===== src/rtl/instr_loader_pkg.sv =====
// Shared types and constants for the byte-stream program loader.
package instr_loader_pkg;

  localparam int unsigned ADDRESS_WIDTH_DEF = 8;
  localparam int unsigned DATA_WIDTH_DEF    = 8;

  // The frame LEN field carries payload byte count minus one.
  localparam int unsigned LEN_BIAS = 1;

  typedef enum logic [2:0] {
    IDLE,
    LEN,
    DATA,
    CHK,
    DONE,
    ERR
  } state_e;

  function automatic int unsigned len_to_count(input int unsigned len_field);
    return len_field + LEN_BIAS;
  endfunction

endpackage


===== src/rtl/instr_loader_if.sv =====
// Stream input and memory write port of the program loader.
interface instr_loader_if
  import instr_loader_pkg::*;
#(
  parameter int unsigned ADDRESS_WIDTH = ADDRESS_WIDTH_DEF,
  parameter int unsigned DATA_WIDTH    = DATA_WIDTH_DEF
);

  logic                     s_valid;
  logic [DATA_WIDTH-1:0]    s_data;
  logic                     s_ready;
  logic                     mem_we;
  logic [ADDRESS_WIDTH-1:0] mem_addr;
  logic [DATA_WIDTH-1:0]    mem_wdata;

  // Loader side: consumes the stream, drives the memory write port.
  modport master (
    input  s_valid, s_data,
    output s_ready, mem_we, mem_addr, mem_wdata
  );

  // Environment side: stream source and instruction memory.
  modport slave (
    output s_valid, s_data,
    input  s_ready, mem_we, mem_addr, mem_wdata
  );

endinterface


===== src/rtl/instr_loader.sv =====
// Loads a framed byte stream (length, payload, checksum) into instruction
// memory and holds the processor in reset until a load verifies.
module instr_loader
  import instr_loader_pkg::*;
#(
  parameter int unsigned ADDRESS_WIDTH = ADDRESS_WIDTH_DEF,
  parameter int unsigned DATA_WIDTH    = DATA_WIDTH_DEF
) (
  input  logic           clk,
  input  logic           rst_n,
  input  logic           start,
  instr_loader_if.master bus,
  output logic           busy,
  output logic           done,
  output logic           err,
  output logic           cpu_rst_n
);

  // One extra bit so a full 2**ADDRESS_WIDTH payload count fits.
  localparam int unsigned CNT_W = ADDRESS_WIDTH + 1;

  state_e                   state_q, state_d;
  logic [CNT_W-1:0]         cnt_q, cnt_d;
  logic [ADDRESS_WIDTH-1:0] addr_q, addr_d;
  logic [DATA_WIDTH-1:0]    sum_q, sum_d;
  logic                     s_ready_q, s_ready_d;
  logic                     mem_we_q, mem_we_d;
  logic [ADDRESS_WIDTH-1:0] mem_addr_q, mem_addr_d;
  logic [DATA_WIDTH-1:0]    mem_wdata_q, mem_wdata_d;
  logic                     busy_q, busy_d;
  logic                     done_q, done_d;
  logic                     err_q, err_d;
  logic                     cpu_rst_n_q, cpu_rst_n_d;
  logic                     accept;

  assign accept = bus.s_valid & s_ready_q;

  // Next-state, datapath and output logic.
  always_comb begin
    state_d     = state_q;
    cnt_d       = cnt_q;
    addr_d      = addr_q;
    sum_d       = sum_q;
    mem_we_d    = 1'b0;
    mem_addr_d  = mem_addr_q;
    mem_wdata_d = mem_wdata_q;
    done_d      = done_q;
    err_d       = err_q;

    unique case (state_q)
      IDLE, DONE, ERR: begin
        if (start) begin
          state_d = LEN;
          done_d  = 1'b0;
          err_d   = 1'b0;
          sum_d   = '0;
          addr_d  = '0;
        end
      end
      LEN: begin
        if (accept) begin
          cnt_d   = CNT_W'(len_to_count(32'(bus.s_data)));
          state_d = DATA;
        end
      end
      DATA: begin
        if (accept) begin
          mem_we_d    = 1'b1;
          mem_addr_d  = addr_q;
          mem_wdata_d = bus.s_data;
          addr_d      = addr_q + ADDRESS_WIDTH'(1);
          sum_d       = sum_q + bus.s_data;
          cnt_d       = cnt_q - CNT_W'(1);
          if (cnt_q == CNT_W'(1)) begin
            state_d = CHK;
          end
        end
      end
      CHK: begin
        if (accept) begin
          if (bus.s_data == sum_q) begin
            state_d = DONE;
            done_d  = 1'b1;
          end else begin
            state_d = ERR;
            err_d   = 1'b1;
          end
        end
      end
      default: state_d = IDLE;
    endcase

    s_ready_d   = (state_d == LEN) || (state_d == DATA) || (state_d == CHK);
    busy_d      = s_ready_d;
    cpu_rst_n_d = done_d;
  end

  always_ff @(posedge clk or negedge rst_n) begin
    if (!rst_n) begin
      state_q     <= IDLE;
      cnt_q       <= '0;
      addr_q      <= '0;
      sum_q       <= '0;
      s_ready_q   <= 1'b0;
      mem_we_q    <= 1'b0;
      mem_addr_q  <= '0;
      mem_wdata_q <= '0;
      busy_q      <= 1'b0;
      done_q      <= 1'b0;
      err_q       <= 1'b0;
      cpu_rst_n_q <= 1'b0;
    end else begin
      state_q     <= state_d;
      cnt_q       <= cnt_d;
      addr_q      <= addr_d;
      sum_q       <= sum_d;
      s_ready_q   <= s_ready_d;
      mem_we_q    <= mem_we_d;
      mem_addr_q  <= mem_addr_d;
      mem_wdata_q <= mem_wdata_d;
      busy_q      <= busy_d;
      done_q      <= done_d;
      err_q       <= err_d;
      cpu_rst_n_q <= cpu_rst_n_d;
    end
  end

  assign bus.s_ready   = s_ready_q;
  assign bus.mem_we    = mem_we_q;
  assign bus.mem_addr  = mem_addr_q;
  assign bus.mem_wdata = mem_wdata_q;
  assign busy          = busy_q;
  assign done          = done_q;
  assign err           = err_q;
  assign cpu_rst_n     = cpu_rst_n_q;

endmodule


===== src/flat_wrapper.sv =====
// flat-port wrapper written by rule: the top's interface ports become plain ports
module instr_loader_flat import instr_loader_pkg::*;
#(
  parameter int unsigned ADDRESS_WIDTH = ADDRESS_WIDTH_DEF,
  parameter int unsigned DATA_WIDTH    = DATA_WIDTH_DEF
)
  (clk, rst_n, start, busy, done, err, cpu_rst_n, bus_s_valid, bus_s_data, bus_s_ready, bus_mem_we, bus_mem_addr, bus_mem_wdata);
  instr_loader_if #(.ADDRESS_WIDTH(ADDRESS_WIDTH), .DATA_WIDTH(DATA_WIDTH)) bus_i ();
  input  logic clk;
  input  logic rst_n;
  input  logic start;
  output logic busy;
  output logic done;
  output logic err;
  output logic cpu_rst_n;
  input wire logic [$bits(bus_i.s_valid)-1:0] bus_s_valid;
  input wire logic [$bits(bus_i.s_data)-1:0] bus_s_data;
  output wire logic [$bits(bus_i.s_ready)-1:0] bus_s_ready;
  output wire logic [$bits(bus_i.mem_we)-1:0] bus_mem_we;
  output wire logic [$bits(bus_i.mem_addr)-1:0] bus_mem_addr;
  output wire logic [$bits(bus_i.mem_wdata)-1:0] bus_mem_wdata;
  assign bus_i.s_valid = bus_s_valid;
  assign bus_i.s_data = bus_s_data;
  assign bus_s_ready = bus_i.s_ready;
  assign bus_mem_we = bus_i.mem_we;
  assign bus_mem_addr = bus_i.mem_addr;
  assign bus_mem_wdata = bus_i.mem_wdata;
  instr_loader #(.ADDRESS_WIDTH(ADDRESS_WIDTH), .DATA_WIDTH(DATA_WIDTH)) u_core (.clk(clk), .rst_n(rst_n), .start(start), .bus(bus_i), .busy(busy), .done(done), .err(err), .cpu_rst_n(cpu_rst_n));
endmodule

===== config.mk =====
export PLATFORM = sky130hd
export DESIGN_NAME = instr_loader_flat
export DESIGN_NICKNAME = d
export VERILOG_FILES = /design/src/rtl/instr_loader_pkg.sv /design/src/rtl/instr_loader_if.sv /design/src/rtl/instr_loader.sv /design/src/flat_wrapper.sv
export SDC_FILE = /design/constraint.sdc
export NUM_CORES = 1
export LEC_CHECK = 0
export CELL_PAD_IN_SITES_DETAIL_PLACEMENT = 1
export CELL_PAD_IN_SITES_GLOBAL_PLACEMENT = 2
export CORE_ASPECT_RATIO = 2
export CORE_MARGIN = 3
export CORE_UTILIZATION = 37
export CTS_CLUSTER_DIAMETER = 200
export DETAILED_ROUTE_END_ITERATION = 8
export GPL_TIMING_DRIVEN = 0
export HOLD_SLACK_MARGIN = 0.15
export PLACE_DENSITY_LB_ADDON = 0.1
export SKIP_CTS_REPAIR_TIMING = 1
export SYNTH_ARGS = -nofsm -noshare
export SYNTH_HDL_FRONTEND = slang
export SYNTH_SLANG_ARGS = --single-unit

===== constraint.sdc =====
create_clock -name clk -period 4.9 [get_ports clk]
set_clock_uncertainty 0.05 [all_clocks]
set_input_delay 0.98 -clock clk [delete_from_list [all_inputs] [get_ports clk]]
set_output_delay 0.98 -clock clk [all_outputs]
set_load 0.1 [all_outputs]

==> results of run 1 <==
metrics by stage:
| step | cell area, µm² | instances | power (W) | util [%] |
|---|---|---|---|---|
| 2_1_floorplan | 2660 | 294 | 0.00148 | - |
| 3_3_place_gp | 3100 | 416 | 0.00176 | 44.6 |
| 3_5_place_dp | 3110 | 417 | 0.00180 | 44.8 |
| 4_1_cts | 3260 | 425 | 0.00216 | 46.9 |
| 5_1_grt | 3260 | 425 | 0.00226 | 46.9 |
| 6_report | 3260 | 425 | 0.00213 | 46.9 |
flip-flops by register name, indices dropped and copies added, names as in the netlist, 3 cells and up:
| name | flops |
|---|---|
| u_core.cnt_q | 9 |
| u_core.state_q | 3 |
| u_core.bus.mem_wdata | 8 |
| u_core.addr_q | 8 |
| u_core.sum_q | 8 |
| u_core.bus.mem_addr | 8 |
kinds of logic after synthesis:
| group | Yosys count | share of synthesized area, % |
|---|---|---|
| adder cells (fa/ha/maj) | 12 | 5.92 |
| multiplexers | 1 | 0.376 |
| buffers and inverters | 23 | 3.90 |
| XOR/XNOR | 18 | 5.92 |
| AO/OA/AOI/OAI | 55 | 13.3 |
| AND/OR/NAND/NOR | 137 | 25.5 |
| flip-flops | 48 | 45.1 |
synthesized netlist by cell type, types with 2 or more instances:
cell / instances / area, µm²
nor3_1: 5 / 25.0
clkbuf_1: 10 / 37.5
inv_1: 4 / 15.0
nand2b_1: 2 / 12.5
o21ai_0: 14 / 70.1
dfrtp_1: 48 / 1200
nor4_1: 2 / 12.5
o21ai_1: 3 / 15.0
buf_2: 5 / 25.0
o21bai_1: 2 / 15.0
buf_4: 3 / 22.5
ha_1: 11 / 138
nand2_1: 64 / 240
xor2_1: 10 / 87.6
a21oi_1: 13 / 65.1
a21o_1: 3 / 22.5
nand4_1: 6 / 37.5
o22ai_1: 2 / 12.5
nor2_1: 17 / 63.8
o31ai_1: 3 / 22.5
a211oi_1: 2 / 15.0
nor4b_1: 2 / 17.5
xnor2_1: 8 / 70.1
nand3_1: 17 / 85.1
and4_1: 2 / 17.5
or4_1: 2 / 15.0
and3_1: 4 / 25.0
worst paths after layout:
check                                                   start                                 end  slack [ps]  cells past startpoint
max in group asynchronous                               rst_n         u_core.sum_q[2]$_DFFE_PN0P_        3640                      2
setup / recovery                                bus_s_data[0]         u_core.sum_q[6]$_DFFE_PN0P_        1830                      8
setup reg to reg                  u_core.sum_q[0]$_DFFE_PN0P_         u_core.sum_q[6]$_DFFE_PN0P_        2800                      7
hold / removal             u_core.bus.mem_addr[7]$_DFFE_PN0P_  u_core.bus.mem_addr[7]$_DFFE_PN0P_         430                      2
hold reg to reg            u_core.bus.mem_addr[7]$_DFFE_PN0P_  u_core.bus.mem_addr[7]$_DFFE_PN0P_         430                      2
min in group asynchronous                               rst_n         u_core.cnt_q[4]$_DFFE_PN0P_         610                      1
cells in the final DEF (no fill, tap or decap), types with 4 or more instances in the layout:
cell type / Yosys / layout
nand4_1: 6 / 6
nor2_1: 17 / 17
clkbuf_16: 0 / 5
nand3_1: 17 / 17
and3_1: 4 / 4
xor2_1: 10 / 10
nor3_1: 5 / 5
dfrtp_1: 48 / 48
buf_2: 5 / 6
nand2_1: 64 / 64
clkdlybuf4s50_1: 0 / 31
a21oi_1: 13 / 13
clkbuf_1: 10 / 12
inv_1: 4 / 4
ha_1: 11 / 11
xnor2_1: 8 / 8
o21ai_0: 14 / 14
worst max-delay path, cell delays in order:
cell and delay, ps:
clkdlybuf4s50_1 560, ha_1 330, fa_1 450, a21o_1 200, a21o_1 200, a21oi_1 250, or4b_1 150, nand3_1 60
report_power, final:
part | internal (W) | switching, W
Clock | 0.000204 | 0.000147
Sequential | 0.000526 | 0.000104
Combinational | 0.000340 | 0.000806
cell type report:
type,instances,area (µm²),area share [%]
Clock buffer,8,146,4.49
Tap cell,90,113,3.46
Timing Repair Buffer,33,335,10.3
Multi-Input combinational cell,223,1360,41.7
Inverter,5,18.8,0.576
Buffer,18,85.1,2.61
Sequential cell,48,1200,36.9
metal layers:
metal	part of all wire [%]	vias up	track usage [%]
met1	36	1153	21.0
li1	-	1106	-
met4	2.0	0	6.83
met2	59	27	39.8
met5	0	-	0
met3	2.3	11	3.57
==> summary.txt, run 1 <==
Yosys
  – Netlist cell types: 57
  – Synthesized Nets: 318
  – Synthesized area per cell: 9.06 µm²
  – FF+latch count, synth: 48
  – Main synth FF type: dfrtp_1
  – Ys async rst share: 100%
  – Yosys warnings: 0
  – Post-synth EDFFs: 0
  – Post-synthesis cell count: 294
  – Register area share after synthesis: 45.1%
  – Cell area after synthesis: 2660 µm²

Global route
  – Gr usage total: 20.5%
  – Largest net degree at the start of global routing: 28
  – First-pass GRT wire length: 12.8 mm
  – Initial antenna violation count: 0
  – Grt total ovfl: 0
  – Vias in the first global route: 2474

Cells and area
  – Area Overhead vs Synth: 22.3%
  – Fraction of final layout cells sized beyond drive strength 1: 6.57%
  – Nets: 358
  – Number of antenna diodes: 0
  – FILL cells: 810

Power and ir drop
  – Power per cell area: 653 nW/µm²
  – Max rail drop VDD: 0.000289 V
  – P_leak: 1.49 nW

Placed design
  – IO buf count: 32
  – Pre-CTS WS: 1530 ps
  – RePlAce Congestion: 0.818
  – Final HPWL DP: 6.08 mm

Clocking
  – CTS Buffer Depth: 2
  – Worst-skew pair later-pin latency: 290 ps
  – Total CTS buffers: 5
  – Sink Count: 48
  – H-tree depth: 2
  – Clock transition at the registers of the reported paths: 70 ps
  – CTS tree: yes
  – Clk root buf: clkbuf_16

Worst setup path
  – CP Launch Type: primary input
  – WP data arrival: 3190 ps
  – Critical path endpoint category: flop
  – CP Data Required Time: 5020 ps
  – Crit Path Max Fanout: 7
  – Critical path class: primary input to flop

Floorplanning
  – Initial core utilization: 38.4%
  – Die W: 66.0 µm
  – Die area: 8310 µm²
  – Die H: 126 µm
  – Core area: 6940 µm²
  – I/O pin total: 34
  – Row Count: 43

Route
  – Post-route antenna net violation count: 0
  – Detailed Routing Iterations Pass 1: 4
  – Via density: 5.40
  – Via count: 2297
  – Drt wl/cell: 18.3 µm
  – Initial DRC Count: 104
  – Detailed-route DRC error count: 0
  – Drt total wl: 7.78 mm

Hold path
  – Worst Hold Class: flop to flop

STA
  – WHS: 427 ps
  – Post-Route Setup TNS: 0 ps
  – Endpoints failing setup: 0
  – Tmin final: 3070 ps
  – Final Max Slew Viols: 0
  – Worst slew pin tran: 1010 ps
  – Slew headroom: 32.3%
  – Final Hold Vio Count: 0
  – Setup ws final: 1830 ps
  – RSZ-0062 raised after global routing: no
  – Fin crit share: 62.7%
  – Max Clk Rate: 326 MHz

Flow run
  – Max Cap Violations: 0

Status
  – Status: completed
Note: power is estimated with default switching activity, not from simulation.
==> run 2: changes to the inputs <==
--- a/config.mk
+++ b/config.mk
@@ -9,7 +9,7 @@
 export CELL_PAD_IN_SITES_GLOBAL_PLACEMENT = 2
 export CORE_ASPECT_RATIO = 2
 export CORE_MARGIN = 3
-export CORE_UTILIZATION = 37
+export CORE_UTILIZATION = 31
 export CTS_CLUSTER_DIAMETER = 200
 export DETAILED_ROUTE_END_ITERATION = 8
 export GPL_TIMING_DRIVEN = 0
==> constraint.sdc (replaced) <==
create_clock -name clk -period 2.7 [get_ports clk]
set_clock_uncertainty 0.05 [all_clocks]
set_input_delay 0.54 -clock clk [delete_from_list [all_inputs] [get_ports clk]]
set_output_delay 0.54 -clock clk [all_outputs]
set_load 0.1 [all_outputs]
==> summary.txt, run 2 (synthesized netlist as in run 1, its figures left out) <==
Status
  – Status: completed (unchanged)

Floorplanning
  – Die H: 137 µm (was 126 µm)
  – Core area: 8290 µm² (was 6940 µm²)
  – Die area: 9800 µm² (was 8310 µm²)
  – I/O pin total: 34 (unchanged)
  – Initial core utilization: 32.1% (was 38.4%)
  – Row Count: 47 (was 43)
  – Die W: 71.5 µm (was 66.0 µm)

STA
  – Slew headroom: 33.1% (was 32.3%)
  – Worst slew pin tran: 1000 ps (was 1010 ps)
  – Max Clk Rate: 398 MHz
  – RSZ-0062 raised after global routing: no (unchanged)
  – Endpoints failing setup: 0 (unchanged)
  – Fin crit share: 93.1%
  – WHS: 133 ps (was 427 ps)
  – Tmin final: 2510 ps
  – Final Max Slew Viols: 0 (unchanged)
  – Final Hold Vio Count: 0 (unchanged)

Worst setup path
  – Reg2reg path depth: 7 (unchanged)
  – Critical path endpoint category: primary output (was flop)
  – CP Data Required Time: 2110 ps (was 5020 ps)
  – Critical path class: flop to primary output (was primary input to flop)
  – Crit Path Max Fanout: 5 (was 7)
  – WP data arrival: 1920 ps (was 3190 ps)
  – R2R Setup Slk: 650 ps (was 2800 ps)
  – R2R Path Start: u_core.sum_q[0]$_DFFE_PN0P_ (unchanged)
  – Terminus of the critical flop-to-flop path: u_core.sum_q[6]$_DFFE_PN0P_ (unchanged)
  – CP Launch Type: flop (was primary input)

Power and ir drop
  – Int Pwr: 0.00196 W (was 0.00107 W)
  – Sequential Power Share: 29.4% (was 29.6%)
  – Power share of the combinational group: 53.5% (was 53.9%)
  – Part of the power in the clock network: 17.1% (was 16.5%)
  – P_leak: 1.52 nW (was 1.49 nW)
  – P_sw: 0.00192 W (was 0.00106 W)
  – Power per cell area: 1180 nW/µm² (was 653 nW/µm²)
  – Switching power share of the total: 49.5% (was 49.7%)
  – Max rail drop VDD: 0.000582 V (was 0.000289 V)

Clocking
  – Total CTS buffers: 5 (unchanged)
  – H-tree depth: 2 (unchanged)
  – CTS Buffer Depth: 2 (unchanged)
  – CTS tree: yes (unchanged)
  – Clk root buf: clkbuf_16 (unchanged)
  – Clock transition at the registers of the reported paths: 70 ps (about the same)
  – Worst-skew pair later-pin latency: 290 ps (about the same)
  – Sink Count: 48 (unchanged)

Route
  – Detailed Routing Iterations Pass 1: 4 (unchanged)
  – Drt wl/cell: 18.7 µm (was 18.3 µm)
  – Initial DRC Count: 53 (was 104)
  – Post-route antenna net violation count: 0 (unchanged)
  – Detailed-route DRC error count: 0 (unchanged)
  – Via count: 2311 (was 2297)
  – Via density: 5.35 (was 5.40)
  – Drt total wl: 8.06 mm (was 7.78 mm)

Global route
  – Vias in the first global route: 2502 (was 2474)
  – Initial antenna violation count: 0 (unchanged)
  – Gr usage total: 18.1% (was 20.5%)
  – Grt total ovfl: 0 (unchanged)
  – Largest net degree at the start of global routing: 34 (was 28)
  – First-pass GRT wire length: 13.5 mm (was 12.8 mm)

Cells and area
  – Fraction of final layout cells sized beyond drive strength 1: 6.89% (was 6.57%)
  – FILL cells: 991 (was 810)
  – Nets: 358 (unchanged)
  – Most frequent cells in the layout: nand2_1, dfrtp_1, clkdlybuf4s50_1 (unchanged)
  – Number of antenna diodes: 0 (unchanged)
  – Max reg flops: 9 (unchanged)
  – Final Core Density: 39.6% (was 46.9%)
  – Biggest register: u_core.cnt_q (unchanged)
  – Area Overhead vs Synth: 23.2% (was 22.3%)
  – Most common cell after layout, fill and taps aside: nand2_1 (unchanged)

Placed design
  – IO buf count: 32 (unchanged)
  – Final HPWL DP: 6.25 mm (was 6.08 mm)
  – RePlAce Congestion: 0.786 (was 0.818)

Flow run
  – Max Cap Violations: 0 (unchanged)

Hold path
  – Worst Hold Class: primary input to async pin (was flop to flop)
==> run 2: cell types whose count changed in the layout (fill, tap and decap cells not counted) <==
cell	before	now
dlymetal6s2s_1	0	3
clkbuf_8	1	2
clkdlybuf4s50_1	31	28
clkbuf_1	12	10
==> run 2: layout make-up <==
| class | count | area (µm²) | area share [%] |
|---|---|---|---|
| clock buffer | 7 | 153 | 4.65 |
| timing repair buffer | 33 | 343 | 10.5 |
| tap | 98 | 123 | 3.74 |
| sequential | 48 | 1200 | 36.6 |
| multi-input combinational | 223 | 1360 | 41.4 |
| buffer | 18 | 85.1 | 2.59 |
| inverter | 5 | 18.8 | 0.572 |
==> run 2: worst max path at each step <==
stage	from	endpoint	depth (start not counted)
3_3_place_gp	rst_n	u_core.bus.mem_addr[6]$_DFFE_PN0P_	1
3_5_place_dp	bus_s_data[0]	u_core.sum_q[6]$_DFFE_PN0P_	8
6_report	u_core.bus.s_ready$_DFF_PN0_	busy	2
4_1_cts	bus_s_data[0]	u_core.sum_q[6]$_DFFE_PN0P_	8
5_1_grt	u_core.bus.s_ready$_DFF_PN0_	busy	2
2_1_floorplan	u_core.bus.s_ready$_DFF_PN0_	u_core.cnt_q[1]$_DFFE_PN0P_	5
==> run 2: layer usage <==
metal / part of all wire (%) / track usage, %
met1: 38 / 19.0
met2: 59 / 35.0
met3: 1.7 / 2.28
met4: 2.1 / 7.32
met5: 0 / 0
==> run 2: power groups by stage <==
| stage | logic, W | clock network [W] | registers [W] |
|---|---|---|---|
| after global routing | 0.00226 | 0.000704 | 0.00118 |
| after detailed placement | 0.00210 | 0 | 0.00116 |
| after global placement | 0.00207 | 0 | 0.00115 |
| final | 0.00208 | 0.000662 | 0.00114 |
| after floorplan | 0.000920 | 0 | 0.00177 |
| after CTS | 0.00211 | 0.000680 | 0.00115 |
==> run 2: critical path, stage by stage, from the launching register on <==
cell and delay, ps:
dfrtp_1 400, buf_4 120, clkdlybuf4s50_1 1110
==> run 2: per-stage QoR <==
step                      worst slack, ps  total power, W  cell area [µm²]  cells  TNS, ps
after CTS                            4.51         0.00394             3270    432        0
final                                 185         0.00388             3280    432        0
after global routing                  122         0.00414             3280    432        0
after floorplan                       628         0.00269             2660    294        0
after global placement               -629         0.00322             3110    424   -30670
after detailed placement             -289         0.00326             3120    425     -602
==> run 3: changes to the inputs <==
--- a/config.mk
+++ b/config.mk
@@ -14,7 +14,7 @@
 export DETAILED_ROUTE_END_ITERATION = 8
 export GPL_TIMING_DRIVEN = 0
 export HOLD_SLACK_MARGIN = 0.15
-export PLACE_DENSITY_LB_ADDON = 0.1
+export PLACE_DENSITY_LB_ADDON = 0.15
 export SKIP_CTS_REPAIR_TIMING = 1
 export SYNTH_ARGS = -nofsm -noshare
 export SYNTH_HDL_FRONTEND = slang
==> summary.txt, run 3 (synthesized netlist as in run 1, its figures left out) <==
Status
  – Status: completed (unchanged)

Cells and area
  – Most common cell after layout, fill and taps aside: nand2_1 (unchanged)
  – Final Non-Filler Cells: 433 (was 432)
  – Most frequent cells in the layout: nand2_1, dfrtp_1, clkdlybuf4s50_1 (unchanged)
  – Area Overhead vs Synth: 23.7% (was 23.2%)
  – Number of antenna diodes: 0 (unchanged)
  – Biggest register: u_core.cnt_q (unchanged)
  – Fraction of final layout cells sized beyond drive strength 1: 7.16% (was 6.89%)
  – Max reg flops: 9 (unchanged)
  – Nets: 358 (unchanged)

Power and ir drop
  – Power per cell area: 1200 nW/µm² (was 1180 nW/µm²)
  – Power consumption: 0.00396 W (was 0.00388 W)
  – P_leak: 1.52 nW (about the same)
  – Max rail drop VDD: 0.000608 V (was 0.000582 V)

Global route
  – Grt total ovfl: 0 (unchanged)
  – Initial antenna violation count: 0 (unchanged)
  – Vias in the first global route: 2494 (was 2502)
  – Largest net degree at the start of global routing: 32 (was 34)
  – Gr usage total: 17.7% (was 18.1%)
  – First-pass GRT wire length: 13.2 mm (was 13.5 mm)

STA
  – Endpoints failing setup: 0 (unchanged)
  – RSZ-0062 raised after global routing: no (unchanged)
  – Final Hold Vio Count: 0 (unchanged)
  – WHS: 146 ps (was 133 ps)
  – Worst slew pin tran: 1000 ps (about the same)
  – Max Clk Rate: 385 MHz (was 398 MHz)
  – Slew headroom: 32.9% (was 33.1%)
  – Tmin final: 2600 ps (was 2510 ps)
  – Setup ws final: 104 ps (was 185 ps)
  – Fin crit share: 96.1% (was 93.1%)
  – Final Max Slew Viols: 0 (unchanged)

Worst setup path
  – Crit Path Max Fanout: 7 (was 5)
  – Slowest stage delay, CP: 620 ps (was 1110 ps)
  – Slowest CP cell: clkdlybuf4s50_1 (unchanged)
  – WP data arrival: 2730 ps (was 1920 ps)
  – CP Launch Type: primary input (was flop)
  – Crit path buf inv count: 1 (was 2)
  – CP Data Required Time: 2830 ps (was 2110 ps)
  – Critical Path, Cell by Cell: clkdlybuf4s50_1 > ha_1 > o21ai_1 > o21ai_0 > a211o_1 > a31o_1 > or2_1 (was buf_4 > clkdlybuf4s50_1)
  – Critical path class: primary input to flop (was flop to primary output)
  – Critical path endpoint category: flop (was primary output)
  – CP delay by family, top: compound AO/OA/AOI/OAI gates (was buffers and inverters)

Clocking
  – H-tree depth: 2 (unchanged)
  – Total CTS buffers: 5 (unchanged)
  – Worst-skew pair later-pin latency: 300 ps (was 290 ps)
  – CTS Buffer Depth: 2 (unchanged)
  – CTS tree: yes (unchanged)
  – Clock transition at the registers of the reported paths: 70 ps (about the same)
  – Clk root buf: clkbuf_16 (unchanged)
  – Sink Count: 48 (unchanged)

Route
  – Via count: 2289 (was 2311)
  – Detailed Routing Iterations Pass 1: 4 (unchanged)
  – Detailed-route DRC error count: 0 (unchanged)
  – Post-route antenna net violation count: 0 (unchanged)
  – Via density: 5.29 (was 5.35)
  – Drt total wl: 7.99 mm (was 8.06 mm)
  – Drt wl/cell: 18.5 µm (was 18.7 µm)
  – Initial DRC Count: 97 (was 53)

Floorplanning
  – I/O pin total: 34 (unchanged)
  – Die area: 9800 µm² (unchanged)
  – Row Count: 47 (unchanged)
  – Die W: 71.5 µm (unchanged)
  – Die H: 137 µm (unchanged)
  – Core area: 8290 µm² (unchanged)
  – Initial core utilization: 32.1% (unchanged)

Placed design
  – IO buf count: 32 (unchanged)
  – Placed cell count: 425 (unchanged)
  – Pre-CTS WS: -266 ps (was -289 ps)
  – Final HPWL DP: 6.13 mm (was 6.25 mm)
  – RePlAce Congestion: 0.789 (was 0.786)

Hold path
  – Worst Hold Class: primary input to async pin (unchanged)

Flow run
  – Max Cap Violations: 0 (unchanged)
==> run 3: cell types whose count changed in the layout (fill, tap and decap cells not counted), sizes merged <==
| cell | previous run | this run |
|---|---|---|
| clkdlybuf4s50 | 28 | 29 |
| clkinv | 0 | 1 |
| bufinv | 0 | 1 |
| dlymetal6s2s | 3 | 2 |
| clkbuf | 17 | 15 |
| clkinvlp | 0 | 1 |
==> run 3: cell type report <==
type	instances	area, µm²
well taps	98	123
flip-flops and latches	48	1200
clock inverters	3	42.5
repair buffers	33	340
plain buffers	18	85.1
multi-input cells	223	1360
inverters	5	18.8
fillers	977	5000
clock buffers	5	125
==> run 3: power breakdown <==
| part | switching (W) | internal [W] |
|---|---|---|
| Sequential | 0.000185 | 0.000953 |
| Clock | 0.000306 | 0.000436 |
| Combinational | 0.00147 | 0.000616 |
==> run 3: final timing paths <==
check	start	to	slack [ps]	cells past startpoint
setup / recovery	bus_s_data[2]	u_core.sum_q[7]$_DFFE_PN0P_	100	7
hold / removal	rst_n	u_core.cnt_q[2]$_DFFE_PN0P_	150	1
setup reg to reg	u_core.sum_q[0]$_DFFE_PN0P_	u_core.sum_q[6]$_DFFE_PN0P_	610	7
hold reg to reg	u_core.bus.mem_addr[0]$_DFFE_PN0P_	u_core.bus.mem_addr[0]$_DFFE_PN0P_	430	2
max in group asynchronous	rst_n	u_core.sum_q[3]$_DFFE_PN0P_	1920	2
min in group clk	u_core.bus.mem_addr[0]$_DFFE_PN0P_	u_core.bus.mem_addr[0]$_DFFE_PN0P_	430	2
==> run 3: layer usage <==
metal | global-route usage (%) | part of all wire [%] | vias up
met3 | 2.57 | 2.0 | 10
met1 | 18.5 | 38 | 1142
met2 | 34.1 | 57 | 29
li1 | - | - | 1108
met4 | 7.01 | 2.4 | 0
met5 | 0 | 0 | -
==> run 3: through the flow <==
step                      area (µm²)  setup TNS [ps]  utilization (%)
after detailed placement        3120            -500             37.6
final                           3290               0             39.7
after floorplan                 2660               0                -
after CTS                       3290               0             39.7
after global placement          3110          -28430             37.5
after global routing            3290               0             39.7
